$ cat src/rtl/gb_cpu_common_pkg.sv
// Shared SM83 core types: decoder FSM states, ALU opcodes, operand selectors and the
// decoded-instruction record handed from the decoder to the execute stage.
package gb_cpu_common_pkg;

    typedef enum logic [2:0] {
        READ_OPCODE,
        READ_CB_OPCODE,
        READ_R8,
        READ_R16_BYTE0,
        READ_R16_BYTE1
    } decoder_state_t;

    typedef enum logic [4:0] {
        ALU_NOP,
        ALU_ADD, ALU_ADC, ALU_SUB, ALU_SBC, ALU_AND, ALU_XOR, ALU_OR,
        ALU_RLCA, ALU_RRCA, ALU_RLA, ALU_RRA, ALU_DAA, ALU_CPL, ALU_SCF, ALU_CCF,
        ALU_RLC, ALU_RRC, ALU_RL, ALU_RR, ALU_SLA, ALU_SRA, ALU_SWAP, ALU_SRL,
        ALU_BIT, ALU_RESET, ALU_SET
    } alu_opcode_t;

    typedef enum logic [2:0] {
        r8_b, r8_c, r8_d, r8_e, r8_h, r8_l, r8_hl_ind, r8_a
    } r8_t;

    typedef enum logic [1:0] {r16_bc, r16_de, r16_hl, r16_sp} r16_t;
    typedef enum logic [1:0] {r16stk_bc, r16stk_de, r16stk_hl, r16stk_af} r16stk_t;
    typedef enum logic [1:0] {r16mem_bc, r16mem_de, r16mem_hli, r16mem_hld} r16mem_t;
    typedef enum logic [1:0] {cond_nz, cond_z, cond_nc, cond_c} cond_t;

    typedef struct packed {
        r8_t        r8;
        r16_t       r16;
        r16stk_t    r16stk;
        r16mem_t    r16mem;
        cond_t      cond;
        logic [2:0] bit_index;
        logic [7:0] rst_target_addr;
    } control_signals_t;

    localparam logic [7:0] OPCODE_CB_PREFIX = 8'hCB;

    typedef struct packed {
        logic [7:0]       opcode;
        logic             cb;
        logic [7:0]       cb_op;
        logic [15:0]      imm;
        logic [1:0]       imm_len;
        logic             illegal;
        alu_opcode_t      alu_op;
        control_signals_t ctrl;
    } decoded_instr_t;

    function automatic logic [1:0] opcode_imm_len(input logic [7:0] op);
        logic [1:0] len;
        case (op)
            8'h06, 8'h0E, 8'h16, 8'h1E, 8'h26, 8'h2E, 8'h36, 8'h3E,
            8'h18, 8'h20, 8'h28, 8'h30, 8'h38,
            8'hC6, 8'hCE, 8'hD6, 8'hDE, 8'hE6, 8'hEE, 8'hF6, 8'hFE,
            8'hE0, 8'hF0, 8'hE8, 8'hF8:
                len = 2'd1;
            8'h01, 8'h11, 8'h21, 8'h31, 8'h08,
            8'hC2, 8'hC3, 8'hC4, 8'hCA, 8'hCC, 8'hCD, 8'hD2, 8'hD4, 8'hDA, 8'hDC,
            8'hEA, 8'hFA:
                len = 2'd2;
            default:
                len = 2'd0;
        endcase
        return len;
    endfunction

endpackage

$ cat src/rtl/gb_cpu_opcode_lut.sv
// Combinational SM83 opcode table: immediate length, ALU operation, illegal flag and
// operand-selector fields for a primary or CB-prefixed opcode.
module gb_cpu_opcode_lut
    import gb_cpu_common_pkg::*;
(
    input  logic [7:0]       opcode,
    input  logic [7:0]       cb_op,
    input  logic             is_cb,
    output logic [1:0]       imm_len,
    output alu_opcode_t      alu_op,
    output logic             illegal,
    output control_signals_t ctrl
);

    logic [7:0] o;

    always_comb begin
        o       = is_cb ? cb_op : opcode;
        imm_len = is_cb ? 2'd0 : opcode_imm_len(opcode);
        illegal = !is_cb && (opcode inside {8'hD3, 8'hDB, 8'hDD, 8'hE3, 8'hE4, 8'hEB,
                                            8'hEC, 8'hED, 8'hF4, 8'hFC, 8'hFD});

        ctrl                 = '0;
        // Block 0 encodes its 8-bit register in the middle field; everything else uses the low one.
        ctrl.r8              = r8_t'((!is_cb && o[7:6] == 2'b00) ? o[5:3] : o[2:0]);
        ctrl.r16             = r16_t'(o[5:4]);
        ctrl.r16stk          = r16stk_t'(o[5:4]);
        ctrl.r16mem          = r16mem_t'(o[5:4]);
        ctrl.cond            = cond_t'(o[4:3]);
        ctrl.bit_index       = o[5:3];
        ctrl.rst_target_addr = {2'b00, o[5:3], 3'b000};

        alu_op = ALU_NOP;
        if (is_cb) begin
            unique case (o[7:6])
                2'b00: begin
                    unique case (o[5:3])
                        3'd0: alu_op = ALU_RLC;
                        3'd1: alu_op = ALU_RRC;
                        3'd2: alu_op = ALU_RL;
                        3'd3: alu_op = ALU_RR;
                        3'd4: alu_op = ALU_SLA;
                        3'd5: alu_op = ALU_SRA;
                        3'd6: alu_op = ALU_SWAP;
                        default: alu_op = ALU_SRL;
                    endcase
                end
                2'b01:   alu_op = ALU_BIT;
                2'b10:   alu_op = ALU_RESET;
                default: alu_op = ALU_SET;
            endcase
        end else if (o[7:6] == 2'b10 || (o[7:6] == 2'b11 && o[2:0] == 3'b110)) begin
            // CP shares the subtractor; execute discards the result.
            unique case (o[5:3])
                3'd0: alu_op = ALU_ADD;
                3'd1: alu_op = ALU_ADC;
                3'd2: alu_op = ALU_SUB;
                3'd3: alu_op = ALU_SBC;
                3'd4: alu_op = ALU_AND;
                3'd5: alu_op = ALU_XOR;
                3'd6: alu_op = ALU_OR;
                default: alu_op = ALU_SUB;
            endcase
        end else if (o[7:6] == 2'b00 && o[2:0] == 3'b111) begin
            unique case (o[5:3])
                3'd0: alu_op = ALU_RLCA;
                3'd1: alu_op = ALU_RRCA;
                3'd2: alu_op = ALU_RLA;
                3'd3: alu_op = ALU_RRA;
                3'd4: alu_op = ALU_DAA;
                3'd5: alu_op = ALU_CPL;
                3'd6: alu_op = ALU_SCF;
                default: alu_op = ALU_CCF;
            endcase
        end
    end

endmodule

$ cat src/rtl/gb_cpu_decoder.sv
// SM83 instruction decoder: assembles opcode, CB opcode and immediates from the fetch byte
// stream into a registered record and hands it to execute over valid/ready.
module gb_cpu_decoder
    import gb_cpu_common_pkg::*;
(
    input  logic             clk,
    input  logic             reset,
    input  logic             flush,
    input  logic             byte_valid,
    input  logic [7:0]       byte_data,
    output logic             byte_ready,
    output logic             instr_valid,
    input  logic             instr_ready,
    output logic [7:0]       instr_opcode,
    output logic             instr_cb,
    output logic [7:0]       instr_cb_op,
    output logic [15:0]      instr_imm,
    output logic [1:0]       instr_imm_len,
    output logic             instr_illegal,
    output alu_opcode_t      instr_alu_op,
    output control_signals_t instr_ctrl
);

    decoder_state_t   state_q, state_d;
    logic [7:0]       opcode_q, opcode_d;
    logic [7:0]       byte0_q, byte0_d;
    decoded_instr_t   rec_q, rec_d, new_rec;
    logic             valid_q, valid_d;
    logic             byte_xfer, complete;
    logic [7:0]       lut_opcode;
    logic             lut_is_cb;
    logic [1:0]       lut_imm_len;
    alu_opcode_t      lut_alu_op;
    logic             lut_illegal;
    control_signals_t lut_ctrl;

    assign byte_ready = !flush && (!valid_q || instr_ready);
    assign byte_xfer  = byte_valid && byte_ready;
    // In READ_OPCODE the incoming byte is the opcode, so decode it without waiting a cycle.
    assign lut_opcode = (state_q == READ_OPCODE) ? byte_data : opcode_q;
    assign lut_is_cb  = (state_q == READ_CB_OPCODE);

    gb_cpu_opcode_lut u_lut (
        .opcode  (lut_opcode),
        .cb_op   (byte_data),
        .is_cb   (lut_is_cb),
        .imm_len (lut_imm_len),
        .alu_op  (lut_alu_op),
        .illegal (lut_illegal),
        .ctrl    (lut_ctrl)
    );

    always_comb begin
        state_d  = state_q;
        opcode_d = opcode_q;
        byte0_d  = byte0_q;
        complete = 1'b0;
        if (byte_xfer) begin
            unique case (state_q)
                READ_OPCODE: begin
                    opcode_d = byte_data;
                    if (byte_data == OPCODE_CB_PREFIX) begin
                        state_d = READ_CB_OPCODE;
                    end else if (lut_imm_len == 2'd1) begin
                        state_d = READ_R8;
                    end else if (lut_imm_len == 2'd2) begin
                        state_d = READ_R16_BYTE0;
                    end else begin
                        complete = 1'b1;
                    end
                end
                READ_R16_BYTE0: begin
                    byte0_d = byte_data;
                    state_d = READ_R16_BYTE1;
                end
                READ_CB_OPCODE, READ_R8, READ_R16_BYTE1: begin
                    complete = 1'b1;
                    state_d  = READ_OPCODE;
                end
                default: state_d = READ_OPCODE;
            endcase
        end
        if (flush) begin
            state_d = READ_OPCODE;
        end
    end

    always_comb begin
        new_rec         = '0;
        new_rec.opcode  = lut_opcode;
        new_rec.cb      = lut_is_cb;
        new_rec.cb_op   = lut_is_cb ? byte_data : 8'h00;
        new_rec.imm_len = lut_imm_len;
        new_rec.illegal = lut_illegal;
        new_rec.alu_op  = lut_alu_op;
        new_rec.ctrl    = lut_ctrl;
        if (state_q == READ_R8) begin
            new_rec.imm = {8'h00, byte_data};
        end else if (state_q == READ_R16_BYTE1) begin
            new_rec.imm = {byte_data, byte0_q};
        end

        rec_d   = rec_q;
        valid_d = valid_q;
        if (valid_q && instr_ready) begin
            valid_d = 1'b0;
        end
        if (complete) begin
            rec_d   = new_rec;
            valid_d = 1'b1;
        end
        if (flush) begin
            valid_d = 1'b0;
        end
    end

    always_ff @(posedge clk or posedge reset) begin
        if (reset) begin
            state_q  <= READ_OPCODE;
            opcode_q <= 8'h00;
            byte0_q  <= 8'h00;
            rec_q    <= '0;
            valid_q  <= 1'b0;
        end else begin
            state_q  <= state_d;
            opcode_q <= opcode_d;
            byte0_q  <= byte0_d;
            rec_q    <= rec_d;
            valid_q  <= valid_d;
        end
    end

    assign instr_valid   = valid_q;
    assign instr_opcode  = rec_q.opcode;
    assign instr_cb      = rec_q.cb;
    assign instr_cb_op   = rec_q.cb_op;
    assign instr_imm     = rec_q.imm;
    assign instr_imm_len = rec_q.imm_len;
    assign instr_illegal = rec_q.illegal;
    assign instr_alu_op  = rec_q.alu_op;
    assign instr_ctrl    = rec_q.ctrl;

endmodule

$ cat config.mk
export PLATFORM = sky130hd
export DESIGN_NAME = gb_cpu_decoder
export DESIGN_NICKNAME = d
export VERILOG_FILES = /design/src/rtl/gb_cpu_common_pkg.sv /design/src/rtl/gb_cpu_opcode_lut.sv /design/src/rtl/gb_cpu_decoder.sv
export SDC_FILE = /design/constraint.sdc
export NUM_CORES = 1
export LEC_CHECK = 0
export CAP_MARGIN = 15
export CORE_MARGIN = 1.5
export CORE_UTILIZATION = 56
export CTS_CLUSTER_SIZE = 12
export DETAILED_ROUTE_END_ITERATION = 6
export PLACE_DENSITY = 0.88
export SYNTH_ARGS = -nofsm -noshare
export SYNTH_HDL_FRONTEND = slang
export SYNTH_SLANG_ARGS = --single-unit
$ cat constraint.sdc
create_clock -name clk -period 10.05 [get_ports clk]
set_input_delay 1.005 -clock clk [delete_from_list [all_inputs] [get_ports clk]]
set_output_delay 1.005 -clock clk [all_outputs]
set_load 0.01 [all_outputs]
After elaboration in Yosys (flattened, before gate mapping)
Cells that the tools add are included.
- register bits after elaboration: 71
- input bits: 13
- logic and storage cells: 139
- equal/unequal tests: 72
- mux-type cells: 29
- reductions and logical operators: 23
- operators with widths (cell ; count):
    equality test 8 bit, second input constant ; 36
    equality test 8 x 6 -> 1 bit, second input constant ; 10
    one-hot mux 3 bit (7 select lines) ; 2
    equality test 8 x 5 -> 1 bit, second input constant ; 4
    two-way mux 16 bit ; 2
    OR reduction 25 bit ; 1
    two-way mux 8 bit ; 3
    equality test 3 bit, second input constant ; 6
    two-way mux 3 bit ; 6
    one-hot mux 3 bit (6 select lines) ; 1
    OR reduction 17 bit ; 1
    equality test 8 x 4 -> 1 bit, second input constant ; 2
    two-way mux 5 bit ; 3
    equality test 3 x 2 -> 1 bit, second input constant ; 4
    one-hot mux 4 bit (3 select lines) ; 1
    nonzero test 11 bit ; 1
    equality test 8 x 1 -> 1 bit, second input constant ; 1
    equality test 8 x 3 -> 1 bit, second input constant ; 1
    logical AND 1 bit ; 7
    two-way mux 1 bit ; 7
    equality test 2 bit, second input constant ; 3
    equality test 3 x 1 -> 1 bit, second input constant ; 2
    logical NOT 3 bit ; 2
    one-hot mux 3 bit (2 select lines) ; 1
    other kinds (12) ; 17

Longest topological paths before layout
Gate-level depths: netlist of the first run.
- depth after elaboration: 14
- gate-level depth with buffers: 15
- mapped depth without buffers: 13

By module
From an unflattened synthesis of the first run, not the netlist that was laid out.
- cell total of the unflattened synthesis: 334
- area total of the unflattened synthesis: 4073.9 um^2
- by module, submodules not included (module ; instances ; cells an instance ; area each (um^2) ; seq. area each (um^2)):
    gb_cpu_decoder ; 1 ; 237 ; 3442.1 ; 2077.0
    gb_cpu_opcode_lut ; 1 ; 97 ; 631.9 ; 0.0

Least setup slack after synthesis of the first run
Ideal clock, no wire load.
- path type: in2reg
- from: input byte_data[4]
- to: register rec_q (netlist bit instr_cb_op[5])
- library setup time: 121 ps
- arrival: 3569 ps
- required time: 9929 ps
- slack: 6360 ps
- stages on the path: 12
- buffers on the path: 2
- path through: clkbuf_1 > or3b_2 > o32a_1 > nand4_1 > nor3_1 > or2_1 > ha_1 > inv_1 > a41oi_1 > o221ai_2 > clkbuf_1 > a22o_1
- word-level cells in the longest chain between the ends: 11
- elaborated cells on any way between the ends: 55
- those cells by class: 45 x eq/ne; 8 x mux; 2 x reduce/logical
- RTL lines (element ; line ; source):
    start, declared ; gb_cpu_decoder.sv:10 ; input logic [7:0] byte_data,
    two-way mux 8 bit ; - ;
    equality test 8 x 3 -> 1 bit (tied with other cells) ; gb_cpu_common_pkg.sv:55 ; case (op)
    OR reduction 25 bit or OR reduction 17 bit (tied branches) ; gb_cpu_common_pkg.sv:55 ;
    one-hot mux 2 bit (2 select lines) ; gb_cpu_common_pkg.sv:55 ;
    two-way mux 2 bit ; gb_cpu_opcode_lut.sv:19 ; imm_len = is_cb ? 2'd0 : opcode_imm_len(opcode);
    equality test 2 bit ; gb_cpu_decoder.sv:66 ; end else if (lut_imm_len == 2'd2) begin
    two-way mux 1 bit ; gb_cpu_decoder.sv:66 ;
    two-way mux 1 bit ; gb_cpu_decoder.sv:64 ; end else if (lut_imm_len == 2'd1) begin
    two-way mux 1 bit (*) ; gb_cpu_decoder.sv:62 ; if (byte_data == OPCODE_CB_PREFIX) begin
    one-hot mux 1 bit (2 select lines) (*) ; gb_cpu_decoder.sv:59 ; unique case (state_q)
    two-way mux 1 bit (*) ; gb_cpu_decoder.sv:58 ; if (byte_xfer) begin
    end signal, assigned ; gb_cpu_decoder.sv:128 ; rec_q <= rec_d;
    end, declared ; gb_cpu_decoder.sv:27 ; decoded_instr_t rec_q, rec_d, new_rec;
Mark *: on every way between the ends. The rest lies on a longest branch, timed or not.
A chain may end at the register's enable or synchronous reset.

Worst setup path after layout of the first run
- from: input byte_data[2]
- to: register rec_q (netlist bit instr_cb_op[7])
The elaborated chain is that of the path after synthesis.

==> results of run 1 <==
## power groups by stage
stage                     Combinational (mW)  Clock (mW)  Sequential [mW]
final                                  0.599       0.213            0.459
after global routing                   0.647       0.224            0.468
after CTS                              0.594       0.214            0.455
after detailed placement               0.593           0            0.460
after global placement                 0.584           0            0.454
after floorplan                        0.369           0            0.438
## metal layers
layer | wire [um] | track usage (%)
met4 | 248 | 10.4
met1 | 4580 | 42.5
met5 | 0 | 0
met3 | 839 | 4.86
met2 | 5110 | 49.6
## metrics by stage
step / utilization, % / setup WS [ns] / instance area (um2) / instances / hold WS, ns
floorplan: - / 6.36 / 3800 / 422 / 0.481
global placement: 68.4 / 5.11 / 4390 / 525 / 0.464
detailed placement: 68.4 / 5.06 / 4390 / 525 / 0.465
CTS: 71.3 / 5.42 / 4580 / 541 / 0.489
global route: 71.3 / 5.10 / 4580 / 541 / 0.505
finish: 71.3 / 5.35 / 4580 / 541 / 0.485
## path summary, 6_finish.rpt
kind                       cells after the start              to
min                                            2    instr_imm[6]
min reg2reg                                    2    instr_imm[6]
max in group asynchronous                      3     opcode_q[6]
min in group asynchronous                      3    instr_imm[7]
max reg2reg                                   14  instr_cb_op[7]
max                                           14  instr_cb_op[7]
## Yosys cell counts (all sizes together), types with 3 or more instances
library cell	instances
dfrtp	66
nand2	52
o21ai	39
nor2	30
buf	28
clkbuf	23
a21oi	17
a22o	14
mux2	14
mux2i	11
nand3	11
a22oi	10
inv	9
nor3	9
a31oi	7
nand2b	7
and2	6
a21o	4
nand4	4
o211ai	4
or2	4
nor2b	3
o22ai	3
or3b	3
## critical path, cell delays in order
cell             delay, ns
clkdlybuf4s50_1       0.79
or2_2                 0.48
nor3_1                0.18
o211ai_1              0.13
a311oi_1              0.24
nor3_1                0.12
or2_1                 0.23
ha_1                  0.29
inv_1                 0.06
a41oi_1               0.07
o221ai_4              0.41
buf_4                 0.48
nor2_1                0.20
a22o_1                0.22
## sequential cells by signal, indices dropped and copies added (netlist names)
name	flops
instr_ctrl	6
instr_cb_op	8
byte0_q	8
instr_opcode	8
state_q	3
instr_valid	1
instr_illegal	1
instr_alu_op	4
instr_cb	1
instr_imm_len	2
opcode_q	8
instr_imm	16
## logic make-up (layout without fill, tap and decap cells)
group                      count (synthesis)  in the layout  share of synthesized area (%)
AOI/OAI and AO/OA                        120            120                           21.1
xor gates and xnor gates                   1              1                          0.231
adders and majority gates                  2              2                          0.661
buffers and inverters                     60            102                           8.13
DFF                                       66             66                           43.6
muxes                                     25             25                           7.17
other                                      1              5                         0.0991
and+or+nand+nor                          143            143                           18.9
## area by class of cell
class | instances | area [um2] | share of cell area [%]
Clock buffer | 11 | 151 | 3.31
Clock inverter | 5 | 37.5 | 0.819
Inverter | 9 | 33.8 | 0.738
Multi-Input combinational cell | 296 | 1850 | 40.4
Sequential cell | 66 | 1650 | 36.1
Tap cell | 77 | 96.3 | 2.10
Timing Repair Buffer | 77 | 758 | 16.6
==> results by group, run 1 <==
Yosys
  • Synth async-reset ratio: between 90% and 100%
  • Yosys reg bits: between 60 and 70
  • Syn Inst Count: about 420
  • Synth Warn #: 0
  • Post-synth top flop: dfrtp_1
  • Top cell type's share of synthesized area: ~44%
  • Synth area leader: dfrtp_1
  • Synth top area cells: dfrtp_1 (44%), nand2_1 (5.2%), o21ai_0 (4.8%)
  • Post-synth EDFFs: 0
  • Post-Syn Area per Cell: approximately 9.1 um2
  • Sequential area share after synthesis: about 44%
  • Mapped Area: ~3800 um2
  • Count of different cell masters after synthesis: just over 60

Global routing
  • GRT Total Usage: around 31%
  • First-pass GRT wire length: around 17 mm
  • Grt ovf: 0
  • Initial antenna violation count: 0
  • Vias in the first global route: about 3200
  • Largest net degree at the start of global routing: 67

Clocking
  • Post-CTS Setup Bufs: 0
  • Cts repair resizes: 0
  • CTS tree: yes
  • H-tree depth: 3
  • Worst-path clk slew: approximately 0.080 ns
  • Cts hold-fix bufs: 0
  • Latest clock arrival within the worst-skew pair: ~0.35 ns
  • Sink Count: 66
  • CTS Buffer Depth: 2
  • CTS Root Buffer Type: clkbuf_8
  • Number of CTS-inserted buffers: 9

Timing
  • Final Critical Period: about 4.7 ns
  • Max Fclk: ~210 MHz
  • Worst Tran Pin Value: 0.930 ns
  • Clk_skew: 0.0105 ns
  • Max-Slew Margin vs Limit: between 30 and 40%
  • Tcrit/Tclk final: between 40% and 50%
  • Setup TNS: 0 ns
  • Slew Limit Fails: 0
  • Final setup vio count: 0
  • Hold Vio Cnt, Final: 0
  • RSZ-0062 raised after global routing: no

Setup path
  • CP Max Fanout: 52
  • CP Launch Type: input port
  • R2r startpoint: state_q[2]
  • R2R setup slack: about 5.6 ns
  • Crit. End Element: register
  • CP required: 10.29 ns
  • Critical path arrival: a little under 5 ns
  • Crit. Startpoint: byte_data[2]
  • Kind of critical path: in -> reg

Floorplan
  • Horiz. Die Dim: around 85 um
  • FP Rows: 29
  • Io pins: 78
  • Core area: ~6400 um2
  • Initial Utilization: approximately three fifths
  • DIE AREA: roughly 7300 um2
  • Die Ht: between 80 and 90 um

Placement
  • Port Buffers: between 70 and 80
  • Post-DP HPWL: approximately 7.4 mm
  • Final RePlAce weighted congestion: slightly below 1

Pwr
  • Internal Power: approximately 0.74 mW
  • Tot Pwr: approximately 1.3 mW
  • Flop pwr share: 36.1%
  • Psw: ~0.53 mW
  • Net Sw Frac: a little over two fifths
  • Maximum vdd ir drop: 0.154 mV
  • Combinational fraction of design power: between 40% and 50%
  • Clock Power Share: between 15 and 20%
  • Pwr per Cell Area: between 200 and 300 nW/um2
  • Pleak: a little under 2 nW

Flow run
  • Max-cap violation count: 0

Drt
  • DRC: 7
  • Via count: 3398
  • Detail Route Antenna Nets: 0
  • Drt total wl: 10.8 mm
  • Number of DRC markers in iteration 0: 370
  • Wire length per cell: 19.9 um
  • 1st-pass router iterations: 7
  • Via-per-instance ratio: about 6.3

Finish
  • N_diodes: 0
  • Nets@finish: ~470
  • Most frequent cells in the layout: clkdlybuf4s50_1 (72), dfrtp_1 (66), nand2_1 (52), o21ai_0 (36), nor2_1 (30)
  • Commonest non-fill, non-tap cell in the layout: clkdlybuf4s50_1
  • Synthesis-to-layout area growth: 21.0%
  • Layout cells sized above 1: a little under 10%
  • Fillers: just under 500

Min path
  • Hold Startpoint: instr_imm[6]
  • Hold Crit Class: reg -> reg

Outcome
  • Violated checks: DRC
  • Status: finished with violations
Note: power is estimated with default switching activity, not from simulation.
==> inputs of run 2 (changes only) <==
Settings changed: CORE_UTILIZATION 56 to 52, PLACE_DENSITY 0.88 to 0.83.
Clock period 10.05 ns to 4.35 ns, I/O delays scaled along.
==> results by group, run 2 (synthesized netlist as in run 1, its figures left out) <==
Pwr
  • Pwr per Cell Area: 647 nW/um2 (was 278 nW/um2)
  • Combinational fraction of design power: 48.2% (was 47.2%)
  • Pleak: 2.06 nW (was 1.93 nW)
  • Psw: 1.25 mW (was 0.532 mW)
  • Flop pwr share: 33.0% (was 36.1%)
  • Net Sw Frac: 40.1% (was 41.9%)
  • Maximum vdd ir drop: 0.317 mV (was 0.154 mV)
  • Clock Power Share: 18.8% (was 16.7%)
  • Internal Power: 1.87 mW (was 0.739 mW)

Floorplan
  • FP Rows: 30 (was 29)
  • Io pins: 78 (unchanged)
  • Horiz. Die Dim: 88.3 um (was 85.2 um)
  • Die Ht: 88.3 um (was 85.2 um)
  • Core area: 6910 um2 (was 6420 um2)
  • DIE AREA: 7800 um2 (was 7260 um2)
  • Initial Utilization: 54.8% (was 58.9%)

Setup path
  • CP Launch Type: register (was input port)
  • CP Max Fanout: 40 (was 52)
  • R2r startpoint: opcode_q[1] (was state_q[2])
  • CP required: 4.61 ns (was 10.29 ns)
  • Crit. End Element: register (unchanged)
  • Critical path arrival: 4.02 ns (was 4.94 ns)
  • Crit. Startpoint: opcode_q[1] (was byte_data[2])
  • Kind of critical path: reg -> reg (was in -> reg)

Drt
  • Drt total wl: 11.5 mm (was 10.8 mm)
  • Detail Route Antenna Nets: 0 (unchanged)
  • 1st-pass router iterations: 7 (unchanged)
  • Number of DRC markers in iteration 0: 352 (was 370)
  • Via-per-instance ratio: 6.13 (was 6.28)
  • Wire length per cell: 19.8 um (was 19.9 um)
  • Via count: 3555 (was 3398)
  • DRC: 0 (was 7)

Timing
  • Max-Slew Margin vs Limit: 37.1% (was 37.5%)
  • Slew Limit Fails: 0 (unchanged)
  • WHS: 0.481 ns (was 0.485 ns)
  • Worst Tran Pin Value: 0.936 ns (was 0.930 ns)
  • Setup TNS: 0 ns (unchanged)
  • Tcrit/Tclk final: around 86%
  • RSZ-0062 raised after global routing: no (unchanged)
  • Max Fclk: around 270 MHz
  • Hold Vio Cnt, Final: 0 (unchanged)
  • Clk_skew: 0.0127 ns (was 0.0105 ns)
  • Final Critical Period: 3.76 ns
  • Final setup vio count: 0 (unchanged)

Placement
  • Port Buffers: 72 (unchanged)
  • Area post-placement: 4600 um2 (was 4390 um2)
  • Final RePlAce weighted congestion: 0.973 (was 0.977)
  • Post-DP HPWL: 8.15 mm (was 7.44 mm)

Global routing
  • First-pass GRT wire length: 18.2 mm (was 17.1 mm)
  • Grt ovf: 0 (unchanged)
  • Initial antenna violation count: 0 (unchanged)
  • Vias in the first global route: 3369 (was 3215)
  • GRT Total Usage: 31.5% (was 30.8%)
  • Grt met3 use: 7.56% (was 4.86%)
  • Met1 track demand over resource: 44.3% (was 42.5%)
  • GR peak layer: met2 (unchanged)
  • Met2 Track Usage GR: 47.4% (was 49.6%)
  • Largest net degree at the start of global routing: 41 (was 67)

Clocking
  • CTS Buffer Depth: 2 (unchanged)
  • Latest clock arrival within the worst-skew pair: 0.35 ns (about the same)
  • Number of CTS-inserted buffers: 9 (unchanged)
  • Cts hold-fix bufs: 0 (unchanged)
  • CTS Root Buffer Type: clkbuf_8 (unchanged)
  • Sink Count: 66 (unchanged)
  • CTS tree: yes (unchanged)
  • Cts repair resizes: 0 (unchanged)
  • Post-CTS Setup Bufs: 0 (unchanged)
  • Worst-path clk slew: 0.08 ns (about the same)
  • H-tree depth: 3 (unchanged)

Min path
  • Hold Startpoint: instr_ctrl[20] (was instr_imm[6])
  • Hold Crit Class: reg -> reg (unchanged)

Finish
  • Number of flip-flops in the largest register: 16 (unchanged)
  • Layout cells sized above 1: 13.2% (was 9.91%)
  • Final Instance Area: 4820 um2 (was 4580 um2)
  • N_diodes: 0 (unchanged)
  • Fillers: 567 (was 481)
  • Synthesis-to-layout area growth: 27.4% (was 21.0%)
  • Most frequent cells in the layout: clkdlybuf4s50_1 (72), dfrtp_1 (66), nand2_1 (52), o21ai_0 (36), nor2_1 (30) (unchanged)
  • Nets@finish: 494 (was 474)
  • Commonest non-fill, non-tap cell in the layout: clkdlybuf4s50_1 (unchanged)

Flow run
  • Max-cap violation count: 0 (unchanged)

Outcome
  • Status: complete, no violations (was finished with violations)
==> run 2: worst max-delay path: stages, from the launching register on <==
cell	delay, ns
dfrtp_1	0.58
xnor2_1	0.43
or4b_2	0.65
a21o_1	0.18
nand4_1	0.08
nor3_1	0.08
or2_1	0.23
ha_1	0.27
inv_1	0.03
a41oi_1	0.32
o221ai_4	0.20
buf_12	0.21
nor2_1	0.15
o21ai_0	0.13
o21ai_1	0.12
==> run 2: worst paths after layout <==
path / depth (start not counted) / to / slack (ns)
max in group asynchronous: 3 / opcode_q[6] / 2.92
max reg2reg: 14 / instr_alu_op[0] / 0.59
max: 14 / instr_alu_op[0] / 0.59
min: 2 / instr_ctrl[20] / 0.48
min reg2reg: 2 / instr_ctrl[20] / 0.48
min in group asynchronous: 2 / instr_imm[1] / 0.51
==> run 2: final cells by class <==
type / instances / area [um2] / share of cell area (%)
Inverter: 9 / 33.8 / 0.701
Tap cell: 96 / 120 / 2.49
Sequential cell: 66 / 1650 / 34.3
Clock inverter: 4 / 73.8 / 1.53
Timing Repair Buffer: 97 / 946 / 19.6
Multi-Input combinational cell: 296 / 1850 / 38.4
Clock buffer: 12 / 145 / 3.01
==> run 2: metrics by stage <==
stage / std cells / utilization (%) / total power [mW] / setup slack (ns)
final: 580 / 69.8 / 3.12 / 0.588
after global routing: 580 / 69.8 / 3.30 / 0.418
after CTS: 580 / 69.8 / 3.11 / 0.709
after detailed placement: 564 / 66.6 / 2.52 / 0.538
after global placement: 564 / 66.6 / 2.49 / 0.581
after floorplan: 422 / - / 1.87 / 1.18
==> run 2: power groups by stage <==
stage	Sequential [mW]	Clock, mW	Combinational (mW)
floorplan	1.01	0	0.853
global placement	1.03	0	1.46
detailed placement	1.04	0	1.48
CTS	1.02	0.593	1.49
global route	1.06	0.618	1.63
finish	1.03	0.588	1.50
==> run 2: metal layers <==
metal | share of wire [%] | vias to the layer above
met5 | 0 | -
met4 | 1.7 | 0
met3 | 10 | 23
met2 | 45 | 206
met1 | 43 | 1721
li1 | - | 1605
==> RTL edit 1 (settings of run 2) <==
Encoding of `decoder_state_t`: now one-hot (5 bits for 5 states).
--- a/src/rtl/gb_cpu_common_pkg.sv
+++ b/src/rtl/gb_cpu_common_pkg.sv
@@ -2,12 +2,12 @@
 // decoded-instruction record handed from the decoder to the execute stage.
 package gb_cpu_common_pkg;
 
-    typedef enum logic [2:0] {
-        READ_OPCODE,
-        READ_CB_OPCODE,
-        READ_R8,
-        READ_R16_BYTE0,
-        READ_R16_BYTE1
+    typedef enum logic [4:0] {
+        READ_OPCODE    = 5'b00001,
+        READ_CB_OPCODE = 5'b00010,
+        READ_R8        = 5'b00100,
+        READ_R16_BYTE0 = 5'b01000,
+        READ_R16_BYTE1 = 5'b10000
     } decoder_state_t;
 
     typedef enum logic [4:0] {
Behaviour: no difference found for any inputs over 4 cycles, from zero or initial values and one cycle with reset high; so few cycles prove little.
==> RTL edit 1 against run 2 <==
  * Clock power down 9.7%
  * Wire length shrank 5.9%
  * Worst setup slack improved by 200 ps
  * Sequential share of layout area up 1.3 points
  * Synthesized area is 3.7% higher
  * Total power shrank 24%
  * Critical path type unchanged
  * Sequential cell count rose by 2
  * Global-route usage down 3.9 points
  * Largest cell class unchanged
  * Core utilization fell by 4.2 points
  * Worst hold slack worse by 2.1 ps
  * Design area decreased by 0.73%
==> RTL edit 1: results (changes against run 2) <==
| Metric | Value |
|---|---|
| Flop-to-flop setup slack | 790 ps (was 590 ps) |
| Wire length on met2 | 4.92 mm (was 5.22 mm) |
| Met3 WL post-DR | 739 um (was 1.16 mm) |
| Top area cells in the synthesized netlist | dfrtp_1 (43%), nand2_1 (4.9%), mux2_2 (4.6%) (was dfrtp_1 (44%), nand2_1 (5.2%), o21ai_0 (4.8%)) |
| Bufs w/o clock | 84 (was 97) |
| Psw | 0.000843 W (was 0.00125 W) |
| Max VDD drop | 0.000234 V (was 0.000317 V) |
| Via Count | 3410 (was 3555) |
| Post-cts resize count | 0 (unchanged) |
| Final GP Congestion | 0.912 (was 0.973) |
| M1 GR Usage | 38.7% (was 44.3%) |
| CP max stage cell | a2111oi_0 (was or4b_2) |
| Tightest Pin Transition | 1040 ps (was 936 ps) |
| Arrival time worst endpoint | 3840 ps (was 4020 ps) |
| Status | complete, no violations (unchanged) |
| Crit Path Max Fanout | 11 (was 40) |
| GRT Total Usage | 27.6% (was 31.5%) |
| Placed insts | 556 (was 564) |
| Clk tree area frac | 4.16% (was 4.54%) |
| M2 GR Usage | 43.1% (was 47.4%) |
| Clock skew | 14.7 ps (was 12.7 ps) |
| Slowest stage delay, CP | 630 ps (was 650 ps) |
| DR iter-0 viols | 268 (was 352) |
| Register area | 1700 um2 (was 1650 um2) |
| Met1 Wirelength | 4.94 mm (was 4.91 mm) |
| TritonRoute pass-1 iters | 5 (was 7) |
| RR Endpoint | state_q[0] (was instr_alu_op[0]) |
| Worst reg2reg path depth | 9 (was 14) |
| Clk. pwr | 0.000531 W (was 0.000588 W) |
| Wire per inst | 18.9 um (was 19.8 um) |
| GR Util met3 | 5.58% (was 7.56%) |
| Worst skew pair latency | 360 ps |
| Share of power burned in registers | 38.8% (was 33.0%) |
| Multi-input comb cells | 293 (was 296) |
| Largest net degree at the start of global routing | 47 (was 41) |
| Post-synthesis sequential area ratio | 43.4% (was 43.6%) |
| Vias in the first global route | 3349 (was 3369) |
| Leakage dissipation | 2.00 nW (was 2.06 nW) |
| Antenna violations before repair | 0 (unchanged) |
| # nets final | 483 (was 494) |
| Seq cells post-synth | 68 (was 66) |
| Layout cells sized above 1 | 14.4% (was 13.2%) |
| Routed WL | 10.8 mm (was 11.5 mm) |
==> RTL edit 1: stage by stage <==
stage	cell area [um2]	total power, W	utilization (%)	setup slack, ps
2_1_floorplan	3940	0.00144	-	1350
3_3_place_gp	4590	0.00184	62.9	747
3_5_place_dp	4590	0.00186	62.9	623
4_1_cts	4790	0.00238	65.6	822
5_1_grt	4790	0.00251	65.6	631
6_report	4790	0.00238	65.6	789
==> RTL edit 1: how the worst min path moves through the flow <==
stage | end | startpoint | cells past startpoint | slack [ps]
6_report | instr_cb_op[0] | instr_cb_op[0] | 2 | 480
5_1_grt | instr_cb_op[2] | instr_cb_op[2] | 2 | 510
4_1_cts | instr_cb_op[0] | instr_cb_op[0] | 2 | 490
3_5_place_dp | instr_cb_op[0] | instr_cb_op[0] | 2 | 470
3_3_place_gp | instr_cb_op[6] | instr_cb_op[6] | 2 | 450
2_1_floorplan | byte0_q[0] | byte0_q[0] | 1 | 480
==> RTL edit 1: cells by family (layout without fill, tap and decap cells) <==
logic type                 Yosys count  count (layout)  share of synthesized area [%]
muxes                               25              25                           6.92
adders and majority gates            2               2                          0.637
AOI/OAI and AO/OA                  105             105                           19.4
DFF                                 68              68                           43.4
and+or+nand+nor                    150             150                           19.1
buffers and inverters               62             112                           8.73
other                                1               5                         0.0955
xor gates and xnor gates             6               6                           1.72
==> RTL edit 1: worst max-delay path, delay by kind of cell (launching register included) <==
| kind | cells | cell delay, ps |
|---|---|---|
| fa+ha+maj | 1 | 220 |
| flops | 1 | 560 |
| mux | 1 | 270 |
| simple gates | 2 | 770 |
| compound gates | 5 | 1680 |
==> RTL edit 2 (flow settings as in run 2) <==
Without the edit above. Make the reset (`reset`) synchronous in one clocked block.
--- a/src/rtl/gb_cpu_decoder.sv
+++ b/src/rtl/gb_cpu_decoder.sv
@@ -114,7 +114,7 @@
         end
     end
 
-    always_ff @(posedge clk or posedge reset) begin
+    always_ff @(posedge clk) begin
         if (reset) begin
             state_q  <= READ_OPCODE;
             opcode_q <= 8'h00;
Check against the original RTL: differs if reset is asserted again (counterexample within 4 cycles, from zero or initial values and one cycle with reset high); with reset held inactive, the same outputs for 4 cycles.
==> RTL edit 2 against run 2 <==
  * The run now ends with design-rule violations left
  * Synthesized area shrank 7.0%
  * Sequential share of layout area shrank 3.7 points
  * Clock skew grew 1.8 ps
  * Wire length shrank 14%
  * Design area shrank 10%
  * Fmax grew 15%
  * Sequential cell count is the same
  * Worst setup slack gained 480 ps
  * Critical path type unchanged
Power is not compared: it rests on default switching activity, and its combinational part moved more than twofold at a synthesized area within 25%.
==> RTL edit 2: results (changes against run 2) <==
| Metric | Value |
|---|---|
| Max reg flops | 16 (unchanged) |
| Slowest stage delay, CP | 720 ps (was 650 ps) |
| Post-synth EDFFs | 0 (unchanged) |
| Top cells by count, synth | dfxtp_1 (66), nor2_1 (56), nand2_1 (40), a21oi_1 (37), buf_4 (24) (was dfrtp_1 (66), nand2_1 (52), o21ai_0 (36), nor2_1 (30), clkbuf_1 (23)) |
| # Post-CTS Setup Buffers | 0 (unchanged) |
| CTS clk-pin slew, worst paths | 80 ps (about the same) |
| Crit path launch type | register (unchanged) |
| CP max stage cell | dfxtp_1 (was or4b_2) |
| Antenna violations before repair | 0 (unchanged) |
| Hold Crit Class | reg -> reg (unchanged) |
| GRT Total Usage | 27.9% (was 31.5%) |
| Num CTS Buffers | 9 (unchanged) |
| Wire per inst | 17.8 um (was 19.8 um) |
| Final GP Congestion | 0.907 (was 0.973) |
| # H-tree levels | 3 (unchanged) |
| CTS Root Buffer Type | clkbuf_8 (unchanged) |
| DRC Markers | 4 (was 0) |
| Ys async rst share | 0% (was 100%) |
| Failing checks | design-rule violations |
| Crit Path Max Fanout | 28 (was 40) |
| Worst skew pair latency | 360 ps |
| Layout filler cell count | 577 (was 567) |
| CTS Buffer Depth | 2 (unchanged) |
| Cell Count, Final, Fillers Out | 551 (was 580) |
| Synth warn | 0 (unchanged) |
| Placed insts | 534 (was 564) |
| TritonRoute pass-1 iters | 7 (unchanged) |
| Post-cts resize count | 0 (unchanged) |
| Synth cell types | 66 (was 62) |
| Max VDD drop | 0.000226 V |
| # nets final | 483 (was 494) |
| Global-route wire length before repair | 15.9 mm (was 18.2 mm) |
| Layout cells sized above 1 | 9.70% (was 13.2%) |
| Status | finished with violations (was complete, no violations) |
| DR iter-0 viols | 262 (was 352) |
| Post-Synthesis Cells | 428 (was 418) |
| Via Count | 3288 (was 3555) |
| Largest net degree at the start of global routing | 69 (was 41) |
| Crit-path leading delay family | compound AO/OA/AOI/OAI gates (was simple AND/OR/NAND/NOR gates) |
| Post-DP Area | 4090 um2 (was 4600 um2) |
| Vias in the first global route | 3079 (was 3369) |
| Top area cells in the synthesized netlist | dfxtp_1 (38%), mux2i_1 (6.3%), nor2_1 (6.0%) (was dfrtp_1 (44%), nand2_1 (5.2%), o21ai_0 (4.8%)) |
| GRT Residual Overflow | 0 (unchanged) |
| Tightest Pin Transition | 756 ps (was 936 ps) |
| PortBufs | 72 (unchanged) |
| Post-synthesis sequential area ratio | 37.5% (was 43.6%) |
| Final Cell Area | 4330 um2 (was 4820 um2) |
| Antenna diodes | 0 (unchanged) |
| Hpwl dp | 6.68 mm (was 8.15 mm) |
| Clock skew | 14.5 ps (was 12.7 ps) |
RTL edit 2: logic make-up (layout without fill, tap and decap cells):
kind of cell,count (synthesis),in the layout,share of synthesized area (%)
simple gates,157,157,21.5
compound gates,115,115,22.2
flops,66,66,37.5
buf+inv,62,104,10.5
mux,25,25,7.64
fa+ha+maj,1,1,0.355
other cells,1,5,0.107
xor+xnor,1,1,0.249
RTL edit 2: layer usage:
metal  vias to the layer above  global-route usage [%]  part of all wire (%)
met3                        21                    6.23                   7.4
met5                         -                       0                     0
met2                       129                    45.1                    47
li1                       1583                       -                     -
met4                         0                    10.7                   2.2
met1                      1555                    36.6                    44
RTL edit 2: cell type report:
class,count,area share [%]
clock buffer,9,2.86
inverter,3,0.260
clock inverter,7,2.31
multi-input combinational,304,42.8
tap,77,2.22
sequential,66,30.5
timing repair buffer,85,19.1
RTL edit 2: worst min-delay path, stage by stage, from the launching register on:
cell and delay (ps):
dfxtp_1 320, nand2_1 50, a21oi_1 50
RTL edit 2: report_power, final:
group,internal [W],switching [W]
Combinational,0.0000976,0.000122
Sequential,0.000621,0.0000205
Clock,0.000328,0.000267
Total,0.00105,0.000409
RTL edit 2: stage by stage:
| stage | hold WS, ps | setup WS, ps |
|---|---|---|
| 2_1_floorplan | 461 | 1570 |
| 3_3_place_gp | 443 | 807 |
| 3_5_place_dp | 451 | 751 |
| 4_1_cts | 463 | 1090 |
| 5_1_grt | 483 | 836 |
| 6_report | 457 | 1070 |
RTL edit 2: path summary, 6_finish.rpt:
kind | from | end | depth (start not counted) | slack (ps)
worst max register to register | state_q[0] | instr_alu_op[2] | 11 | 1070
worst min register to register | instr_imm[13] | instr_imm[13] | 2 | 460
worst max-delay path | state_q[0] | instr_alu_op[2] | 11 | 1070
worst min-delay path | instr_imm[13] | instr_imm[13] | 2 | 460
